[src/rtl/ast_fifo_source_if.sv]
// Avalon-ST link between ast_fifo_source (master) and its sink (slave).
interface ast_fifo_source_if #(
  parameter int WIDTH   = 32,
  parameter int EMPTY_W = 2
);
  logic               ast_ready_i;
  logic               ast_valid_o;
  logic [WIDTH-1:0]   ast_data_o;
  logic               ast_startofpacket_o;
  logic               ast_endofpacket_o;
  logic [EMPTY_W-1:0] ast_empty_o;

  modport master (
    input  ast_ready_i,
    output ast_valid_o, ast_data_o, ast_startofpacket_o, ast_endofpacket_o, ast_empty_o
  );

  modport slave (
    output ast_ready_i,
    input  ast_valid_o, ast_data_o, ast_startofpacket_o, ast_endofpacket_o, ast_empty_o
  );
endinterface

[src/rtl/ast_fifo_source.sv]
// Avalon-ST packet source: prefetches FIFO words into a 2-entry buffer and frames
// them with SOP/EOP/empty, honouring the link's readyLatency.
module ast_fifo_source #(
  parameter int DATABITS_PER_SYMBOL = 8,
  parameter int SYMBOLS_PER_BEAT    = 4,
  parameter int WIDTH               = DATABITS_PER_SYMBOL * SYMBOLS_PER_BEAT,
  parameter int EMPTY_W             = $clog2(SYMBOLS_PER_BEAT),
  parameter int READY_LATENCY       = 2,
  parameter int LEN_W               = 16
) (
  input  logic                 clk_i,
  input  logic                 rst_i,
  input  logic                 pkt_start_i,
  input  logic [LEN_W-1:0]     pkt_len_i,
  output logic                 busy_o,
  output logic                 pkt_done_o,
  output logic                 fifo_rd_o,
  input  logic [WIDTH-1:0]     fifo_data_i,
  input  logic                 fifo_non_empty_i,
  ast_fifo_source_if.master    ast
);

  typedef enum logic [1:0] {S_IDLE, S_ACTIVE, S_DONE} state_t;

  state_t             state_q, state_d;
  logic [LEN_W-1:0]   fetch_cnt_q, send_cnt_q, nb_q, nb_in;
  logic [LEN_W:0]     len_round;
  logic [EMPTY_W-1:0] eop_empty_q, empty_in;
  logic [WIDTH-1:0]   buf_q [2];
  logic               wr_ptr_q, rd_ptr_q, rd_pend_q;
  logic [1:0]         occ_q;
  logic               start_ok, rd_acc, pop, eop_xfer, head_avail, sop_cur, eop_cur;
  logic [WIDTH-1:0]   head;
  logic               valid_w, sop_w, eop_w;
  logic [WIDTH-1:0]   data_w;
  logic [EMPTY_W-1:0] empty_w;

  assign len_round = {1'b0, pkt_len_i} + (LEN_W+1)'(SYMBOLS_PER_BEAT - 1);
  assign nb_in     = LEN_W'(len_round >> EMPTY_W);
  assign empty_in  = EMPTY_W'(LEN_W'(0) - pkt_len_i);
  assign start_ok  = (state_q == S_IDLE) && pkt_start_i && (pkt_len_i != '0);

  assign fifo_rd_o = (state_q == S_ACTIVE) && (fetch_cnt_q != '0) &&
                     (({1'b0, occ_q} + {2'b00, rd_pend_q}) < 3'd2);
  assign rd_acc    = fifo_rd_o && fifo_non_empty_i;

  // With the buffer empty, the word arriving from the FIFO this cycle is the head,
  // so a read can stream straight through at one beat per cycle.
  assign head_avail = (occ_q != 2'd0) || rd_pend_q;
  assign head       = (occ_q != 2'd0) ? buf_q[rd_ptr_q] : fifo_data_i;
  assign sop_cur    = (send_cnt_q == nb_q);
  assign eop_cur    = (send_cnt_q == LEN_W'(1));

  always_ff @(posedge clk_i or negedge rst_i) begin
    if (!rst_i) begin
      for (int unsigned i = 0; i < 2; i++) buf_q[i] <= '0;
      wr_ptr_q    <= 1'b0;
      rd_ptr_q    <= 1'b0;
      occ_q       <= '0;
      rd_pend_q   <= 1'b0;
      fetch_cnt_q <= '0;
      send_cnt_q  <= '0;
      nb_q        <= '0;
      eop_empty_q <= '0;
    end else begin
      rd_pend_q <= rd_acc;
      if (rd_pend_q) begin
        buf_q[wr_ptr_q] <= fifo_data_i;
        wr_ptr_q        <= ~wr_ptr_q;
      end
      if (pop) rd_ptr_q <= ~rd_ptr_q;
      unique case ({rd_pend_q, pop})
        2'b10:   occ_q <= occ_q + 2'd1;
        2'b01:   occ_q <= occ_q - 2'd1;
        default: occ_q <= occ_q;
      endcase
      if (start_ok) begin
        fetch_cnt_q <= nb_in;
        send_cnt_q  <= nb_in;
        nb_q        <= nb_in;
        eop_empty_q <= empty_in;
      end else begin
        if (rd_acc) fetch_cnt_q <= fetch_cnt_q - LEN_W'(1);
        if (pop)    send_cnt_q  <= send_cnt_q - LEN_W'(1);
      end
    end
  end

  if (READY_LATENCY == 0) begin : g_rl0
    assign valid_w  = (state_q == S_ACTIVE) && head_avail;
    assign pop      = valid_w && ast.ast_ready_i;
    assign data_w   = valid_w ? head : '0;
    assign sop_w    = valid_w && sop_cur;
    assign eop_w    = valid_w && eop_cur;
    assign empty_w  = (valid_w && eop_cur) ? eop_empty_q : '0;
    assign eop_xfer = pop && eop_cur;
  end else begin : g_rl_reg
    logic               allowed_next;
    logic               valid_q, sop_q, eop_q;
    logic [WIDTH-1:0]   data_q;
    logic [EMPTY_W-1:0] empty_q;

    // The output register supplies the last stage of ready delay, so only
    // READY_LATENCY-1 history bits are needed to know if the next cycle is allowed.
    if (READY_LATENCY == 1) begin : g_hist1
      assign allowed_next = ast.ast_ready_i;
    end else begin : g_histn
      logic [READY_LATENCY-2:0] rdy_hist_q;
      logic [READY_LATENCY-1:0] rdy_line;
      assign rdy_line     = {rdy_hist_q, ast.ast_ready_i};
      assign allowed_next = rdy_line[READY_LATENCY-1];
      always_ff @(posedge clk_i or negedge rst_i) begin
        if (!rst_i) rdy_hist_q <= '0;
        else        rdy_hist_q <= rdy_line[READY_LATENCY-2:0];
      end
    end

    assign pop = (state_q == S_ACTIVE) && head_avail && allowed_next;

    always_ff @(posedge clk_i or negedge rst_i) begin
      if (!rst_i) begin
        valid_q <= 1'b0;
        sop_q   <= 1'b0;
        eop_q   <= 1'b0;
        data_q  <= '0;
        empty_q <= '0;
      end else begin
        valid_q <= pop;
        sop_q   <= pop && sop_cur;
        eop_q   <= pop && eop_cur;
        empty_q <= (pop && eop_cur) ? eop_empty_q : '0;
        if (pop) data_q <= head;
      end
    end

    assign valid_w  = valid_q;
    assign data_w   = data_q;
    assign sop_w    = sop_q;
    assign eop_w    = eop_q;
    assign empty_w  = empty_q;
    assign eop_xfer = valid_q && eop_q;
  end

  assign ast.ast_valid_o         = valid_w;
  assign ast.ast_data_o          = data_w;
  assign ast.ast_startofpacket_o = sop_w;
  assign ast.ast_endofpacket_o   = eop_w;
  assign ast.ast_empty_o         = empty_w;

  always_ff @(posedge clk_i or negedge rst_i) begin
    if (!rst_i) state_q <= S_IDLE;
    else        state_q <= state_d;
  end

  always_comb begin
    state_d    = state_q;
    busy_o     = 1'b0;
    pkt_done_o = 1'b0;
    unique case (state_q)
      S_IDLE:   if (start_ok) state_d = S_ACTIVE;
      S_ACTIVE: begin
        busy_o = 1'b1;
        if (eop_xfer) state_d = S_DONE;
      end
      S_DONE: begin
        busy_o     = 1'b1;
        pkt_done_o = 1'b1;
        state_d    = S_IDLE;
      end
      default:  state_d = S_IDLE;
    endcase
  end

endmodule

[src/flat_wrapper.sv]
// flat-port wrapper written by rule: the top's interface ports become plain ports
module ast_fifo_source_flat 
#(
  parameter int DATABITS_PER_SYMBOL = 8,
  parameter int SYMBOLS_PER_BEAT    = 4,
  parameter int WIDTH               = DATABITS_PER_SYMBOL * SYMBOLS_PER_BEAT,
  parameter int EMPTY_W             = $clog2(SYMBOLS_PER_BEAT),
  parameter int READY_LATENCY       = 2,
  parameter int LEN_W               = 16
)
  (clk_i, rst_i, pkt_start_i, pkt_len_i, busy_o, pkt_done_o, fifo_rd_o, fifo_data_i, fifo_non_empty_i, ast_ast_ready_i, ast_ast_valid_o, ast_ast_data_o, ast_ast_startofpacket_o, ast_ast_endofpacket_o, ast_ast_empty_o);
  ast_fifo_source_if #(.WIDTH(WIDTH), .EMPTY_W(EMPTY_W)) ast_i ();
  input  logic clk_i;
  input  logic rst_i;
  input  logic pkt_start_i;
  input  logic [LEN_W-1:0] pkt_len_i;
  output logic busy_o;
  output logic pkt_done_o;
  output logic fifo_rd_o;
  input  logic [WIDTH-1:0] fifo_data_i;
  input  logic fifo_non_empty_i;
  input wire logic [$bits(ast_i.ast_ready_i)-1:0] ast_ast_ready_i;
  output wire logic [$bits(ast_i.ast_valid_o)-1:0] ast_ast_valid_o;
  output wire logic [$bits(ast_i.ast_data_o)-1:0] ast_ast_data_o;
  output wire logic [$bits(ast_i.ast_startofpacket_o)-1:0] ast_ast_startofpacket_o;
  output wire logic [$bits(ast_i.ast_endofpacket_o)-1:0] ast_ast_endofpacket_o;
  output wire logic [$bits(ast_i.ast_empty_o)-1:0] ast_ast_empty_o;
  assign ast_i.ast_ready_i = ast_ast_ready_i;
  assign ast_ast_valid_o = ast_i.ast_valid_o;
  assign ast_ast_data_o = ast_i.ast_data_o;
  assign ast_ast_startofpacket_o = ast_i.ast_startofpacket_o;
  assign ast_ast_endofpacket_o = ast_i.ast_endofpacket_o;
  assign ast_ast_empty_o = ast_i.ast_empty_o;
  ast_fifo_source #(.DATABITS_PER_SYMBOL(DATABITS_PER_SYMBOL), .SYMBOLS_PER_BEAT(SYMBOLS_PER_BEAT), .WIDTH(WIDTH), .EMPTY_W(EMPTY_W), .READY_LATENCY(READY_LATENCY), .LEN_W(LEN_W)) u_core (.clk_i(clk_i), .rst_i(rst_i), .pkt_start_i(pkt_start_i), .pkt_len_i(pkt_len_i), .busy_o(busy_o), .pkt_done_o(pkt_done_o), .fifo_rd_o(fifo_rd_o), .fifo_data_i(fifo_data_i), .fifo_non_empty_i(fifo_non_empty_i), .ast(ast_i));
endmodule
[config.mk]
export PLATFORM = sky130hd
export DESIGN_NAME = ast_fifo_source_flat
export DESIGN_NICKNAME = d
export VERILOG_FILES = /design/src/rtl/ast_fifo_source_if.sv /design/src/rtl/ast_fifo_source.sv /design/src/flat_wrapper.sv
export SDC_FILE = /design/constraint.sdc
export NUM_CORES = 1
export LEC_CHECK = 0
export BUFFER_PORTS_ARGS = -buffer_cell sky130_fd_sc_hd__buf_4
export CORE_MARGIN = 4
export CORE_UTILIZATION = 40
export CTS_CLUSTER_DIAMETER = 40
export DETAILED_ROUTE_END_ITERATION = 10
export GPL_ROUTABILITY_DRIVEN = 0
export HOLD_SLACK_MARGIN = 0.1
export SETUP_SLACK_MARGIN = 0.15
export SYNTH_ARGS = -nofsm -noshare
export SYNTH_HDL_FRONTEND = slang
export SYNTH_SLANG_ARGS = --single-unit
[constraint.sdc]
create_clock -name clk_i -period 1.9 [get_ports clk_i]
set_input_delay 0.38 -clock clk_i [delete_from_list [all_inputs] [get_ports clk_i]]
set_output_delay 0.38 -clock clk_i [all_outputs]
set_load 0.02 [all_outputs]
; Word-level counts from Yosys, hierarchy flattened
; Cells that the tools add are included.
[classes]
muxes = 18
n_eq_ne = 8
magnitude_cmp = 4
bitwise_logic = 4
add_sub_neg = 7
n_reduce_logical = 21
[ops]
columns = cell, count
row1 = $mux W32, 5
row2 = $bwmux W64, 1
row3 = $mux W16, 4
row4 = $demux W32 S1, 1
row5 = $reduce_bool A16 Y1, 2
row6 = $sub A16 B1 Y16 const B, 2
row7 = $add A16 B2 Y17 const B, 1
row8 = $eq A16 B1 Y1 const B, 1
row9 = $eq A16 B15 Y1, 1
row10 = $logic_and A1 B1 Y1, 11
row11 = $pmux W2 S2, 2
row12 = $reduce_bool A2 Y1, 4
row13 = $mux W2, 3
row14 = $eq A2 B1 Y1 const B, 2
row15 = $eq A2 B2 Y1 const B, 2
row16 = $ge A2 B2 Y1 const B, 2
row17 = $ne A2 B1 Y1 const B, 2
row18 = $not A1 Y2, 2
row19 = $add A2 B1 Y3, 1
row20 = $lt A3 B2 Y1 const B, 1
row21 = $add A2 B1 Y2 const B, 1
row22 = $logic_not A2 Y1, 1
row23 = $lt A2 B1 Y1 const B, 1
row24 = $mux W1, 2
row25 = other kinds (6), 7
[totals]
regBits = 158
input_bits = 53
wordCells = 79
output_inout_bits = 40

; Depth between registers and ports, before layout
[depth]
depth_word = 6
mapped_depth = 9
depth_no_buf = 8

; Worst setup path after synthesis
; Ideal clock, no wire load.
[synth_timing]
path_type = reg2reg
from = register u_core.fetch_cnt_q[0]
to = register u_core.fetch_cnt_q[2]
t_arrival_ns = 1.844
n_path_buf = 0
path_stages_with_launch = 9
required_ns = 1.780
period_less_slack_ns = 1.964
path_slack_ns = -0.064
setup_ns = 0.120
cell_sequence = dfrtp_1 inv_1 ha_1 nor4b_2 nand2_1 o21ai_4 inv_4 a211o_1 and3_1
[synth_between]
elab_chain_cells = 5
word_cells_on_any_way = 8
classes_between = add/sub (1) / mux (2) / reduce/logical (5)
[synth_lines]
columns = element, line
row1 = from (decl), ast_fifo_source.sv:26  ; logic [LEN_W-1:0] fetch_cnt_q, send_cnt_q, nb_q, nb_in;
row2 = from (signal assigned), ast_fifo_source.sv:78  ; fetch_cnt_q <= nb_in;
row3 = from (signal assigned), ast_fifo_source.sv:83  ; if (rd_acc) fetch_cnt_q <= fetch_cnt_q - LEN_W'(1);
row4 = $reduce_bool A16 Y1, ast_fifo_source.sv:43  ; assign fifo_rd_o = (state_q == S_ACTIVE) && (fetch_cnt_q != '0) &&
row5 = $logic_and A1 B1 Y1 (2 in series), ast_fifo_source.sv:43
row6 = $logic_and A1 B1 Y1, ast_fifo_source.sv:45  ; assign rd_acc = fifo_rd_o && fifo_non_empty_i;
row7 = via u_core.rd_acc, ast_fifo_source.sv:32  ; logic start_ok, rd_acc, pop, eop_xfer, head_avail, sop_cur, eop_cur;
row8 = $reduce_bool A2 Y1 (no source line), -
; The timed path passes the listed nets, and every way through them passes these cells. The select of a mux whose other input is x is not followed.
; A chain may end at the register's enable or synchronous reset.

; Final worst setup path
[layout_timing]
from = register u_core.fetch_cnt_q[11]
to = output fifo_rd_o
[layout_between]
elab_chain_cells = 3
[layout_lines]
columns = element, line
row1 = $reduce_bool A16 Y1, ast_fifo_source.sv:43
row2 = $logic_and A1 B1 Y1 (2 in series), ast_fifo_source.sv:43
row3 = to (decl), flat_wrapper.sv:19  ; output logic fifo_rd_o;
; No other way between the ends.

==> flow_summary.yaml <==
run_status:
  status: "complete, but fails checks"
  violations: "setup timing"
finish:
  fin_nets: 943
  design_area_um2: 10400
  multiInputGateArea_um2: 3820
  nFillCells: 1589
  area_growth_pct: 37.3
  diodes: 0
  drive_above_1_share: 0.405
  regArea_um2: 3960
worst_hold_path:
  hp-class: "in -> reg"
  min_to: "u_core.buf_q[60]"
  hp-start: "fifo_data_i[28]"
  whs_path_depth: 2
clock_tree:
  clock-root-buffer: "clkbuf_16"
  clock-sinks: 158
  cts_max_path_buffers: 2
  worstSkewPairLatency_ns: 0.42
  cts_made_buffers: 17
  cts_tree: "done"
  clk_pin_slew_ns: 0.07
  htreeDepth: 4
synthesis:
  yosysMostFrequentCell: "dfrtp_1"
  synth_top_area_cell: "dfrtp_1"
  synthTopCellsByCount: "158 x dfrtp_1, 73 x nor2_1, 67 x mux2_2, 57 x nand2_1, 53 x a21oi_1"
  ys_seq_elements: 158
  yosysSeqAreaShare: 0.521
  yosysWarnings: 0
  synth_ff_type: "dfrtp_1"
  synth_edf_count: 0
  async_flop_share: 1.00
  synth_fp_nets: 761
  yosys-top-cells-area: "dfrtp_1 52%, mux2_2 9.9%, mux2i_1 4.2%"
  ys_types: 57
  syn_area_um2: 7590
  syn-mean-instance-area_um2: 10.9
  post-synth-top-area-fraction: 0.521
  synthCells: 698
floorplanning:
  start_util: 0.406
  io_pins: 93
  die_h_um: 146
  die_w_um: 146
  core_um2: 18700
  dieArea_um2: 21200
  rows: 50
sta:
  fin_skew_ns: 0.00901
  period_share: 1.14
  min_period_ns: 2.17
  rsz0062_at_grt: "true"
  slew-limit-headroom: 0.695
  finalMaxSlewViolations: 0
  setup_viol: 11
  hold_viol: 0
  worstMarginPinSlew_ns: 0.457
  setup_ws_ns: -0.271
  fmax_ghz: 0.461
pwr:
  p_per_area_nw_per_um2: 1600
  power_leakage_nw: 4.57
  ir_drop_v: 0.000681
placement:
  pre_cts_ws_ns: -0.177
  io_buffer_count: 92
  dpl-instance-area_um2: 9170
  hpwlAfterDp_um: 12700
global_route:
  grt_start_max_net_pins: 66
  grt_usage: 0.175
  grt_pass1_wl_um: 30400
  grt_pass1_vias: 6134
  grt_overflow: 0
  antenna_found_initial: 0
setup_path:
  crit_required_ns: 1.52
  worstPathArrival_ns: 1.79
  r2r.worst_path.cells: 7
  r2r_end: "u_core.fetch_cnt_q[15]"
  r2r_start: "u_core.fetch_cnt_q[1]"
  r2r_slack_ns: -0.13
  path_max_fanout: 5
  end_kind: "output pin"
  crit_type: "reg -> out"
  cp-start-kind: "flop"
drt:
  drc: 0
  dr.pass1.iters: 4
  wl_per_cell_um: 16.2
  wl_um: 18300
  ant_nets: 0
  vias: 5907
  dr.first_iter.drc_count: 223
  viasPerCell: 5.24
run:
  maxCapViolations: 0
[worst max-delay path, cell delays in order (launching register included)]
cell and delay [ns]:
dfrtp_1 0.46, or3_1 0.43, nor3_4 0.21, a31oi_4 0.12
buf_6 0.14
[where the power goes]
part           switching (W)  internal, W  leakage, nW  total [W]
Sequential           0.00120      0.00494         1.88    0.00615
Combinational        0.00345      0.00369         2.41    0.00713
Clock                0.00135      0.00207        0.280    0.00343
Total                0.00600       0.0107         4.57     0.0167
[worst max path at each step]
stage / from / end / slack, ns / cells past startpoint
CTS: u_core.fetch_cnt_q[0] / fifo_rd_o / -0.29 / 7
floorplan: u_core.fetch_cnt_q[7] / u_core.fetch_cnt_q[15] / 0.1 / 5
detailed placement: pkt_len_i[15] / u_core.fetch_cnt_q[12] / -0.18 / 10
finish: u_core.fetch_cnt_q[11] / fifo_rd_o / -0.27 / 4
global placement: pkt_len_i[15] / u_core.fetch_cnt_q[4] / -0.15 / 8
global route: u_core.fetch_cnt_q[12] / fifo_rd_o / -0.35 / 4
[layer usage]
metal	wire length, um	part of all wire	vias up	GRT usage
met5	0	0	-	0
met4	400	0.022	0	0.0632
met3	647	0.035	28	0.0377
met2	9170	0.50	126	0.293
met1	8070	0.44	2945	0.223
li1	-	-	2808	-
[state kept, by name, summed over array words and instances, names as in the netlist, 2 cells and up]
name                    flops
u_core.ast.ast_empty_o      2
u_core.fetch_cnt_q         16
u_core.ast.ast_data_o      32
u_core.send_cnt_q          16
u_core.nb_q                15
u_core.eop_empty_q          2
u_core.occ_q                2
u_core.state_q              2
u_core.buf_q               64
[logic make-up (layout without fill, tap and decap cells)]
| kind of cell | after synthesis | in the layout | synth area share |
|---|---|---|---|
| adder cells (fa/ha/maj) | 10 | 10 | 0.0165 |
| buffers and inverters | 47 | 242 | 0.0246 |
| AO/OA/AOI/OAI | 122 | 122 | 0.0958 |
| AND/OR/NAND/NOR | 208 | 208 | 0.138 |
| flip-flops | 158 | 158 | 0.521 |
| multiplexers | 99 | 99 | 0.142 |
| XOR/XNOR | 54 | 54 | 0.0623 |
[layout by cell type, fill, tap and decap left out, drive strengths merged, types with 3 or more instances in the layout]
| cell type | instances |
|---|---|
| xor2 | 24 |
| inv | 16 |
| mux2 | 67 |
| a21boi | 6 |
| xnor2 | 30 |
| dfrtp | 158 |
| nor3 | 12 |
| or3 | 7 |
| nor2 | 73 |
| ha | 10 |
| o21a | 6 |
| nor4b | 3 |
| and3 | 3 |
| buf | 194 |
| nand2 | 57 |
| clkbuf | 19 |
| mux2i | 32 |
| clkinvlp | 4 |
| nor4 | 14 |
| o21ai | 39 |
| and2 | 4 |
| nand3 | 10 |
| a21oi | 53 |
| clkinv | 4 |
| a31oi | 3 |
| nand4 | 11 |
| nand3b | 4 |
| nand4b | 3 |
| bufinv | 3 |
[final cells by class]
type | count | share of cell area
tap | 234 | 0.0281
sequential | 158 | 0.380
clock buffer | 19 | 0.0416
clock inverter | 13 | 0.0159
multi-input combinational | 493 | 0.366
inverter | 14 | 0.00601
timing repair buffer | 196 | 0.162
[timing repair]
action | in CTS | in global routing
gates resized for setup | 45 | 47
buffers inserted | 19 | 12
hold buffers | 2 | 0
pin swaps | 35 | 25
endpoints found under the hold margin | 42 | 0
endpoints found under the setup margin | 68 | 54
[through the flow]
stage	power [W]	instances	setup TNS, ns	hold WS [ns]	util
6_report	0.0167	1127	-1.19	0.208	0.557
5_1_grt	0.0179	1127	-2.54	0.191	0.557
4_1_cts	0.0165	1115	-0.343	0.183	0.540
3_5_place_dp	0.0126	1062	-5.30	0.348	0.490
3_3_place_gp	0.0123	1062	-3.79	0.345	0.490
2_1_floorplan	0.0102	698	0	0.0844	-
(Power assumes the default switching activity.)
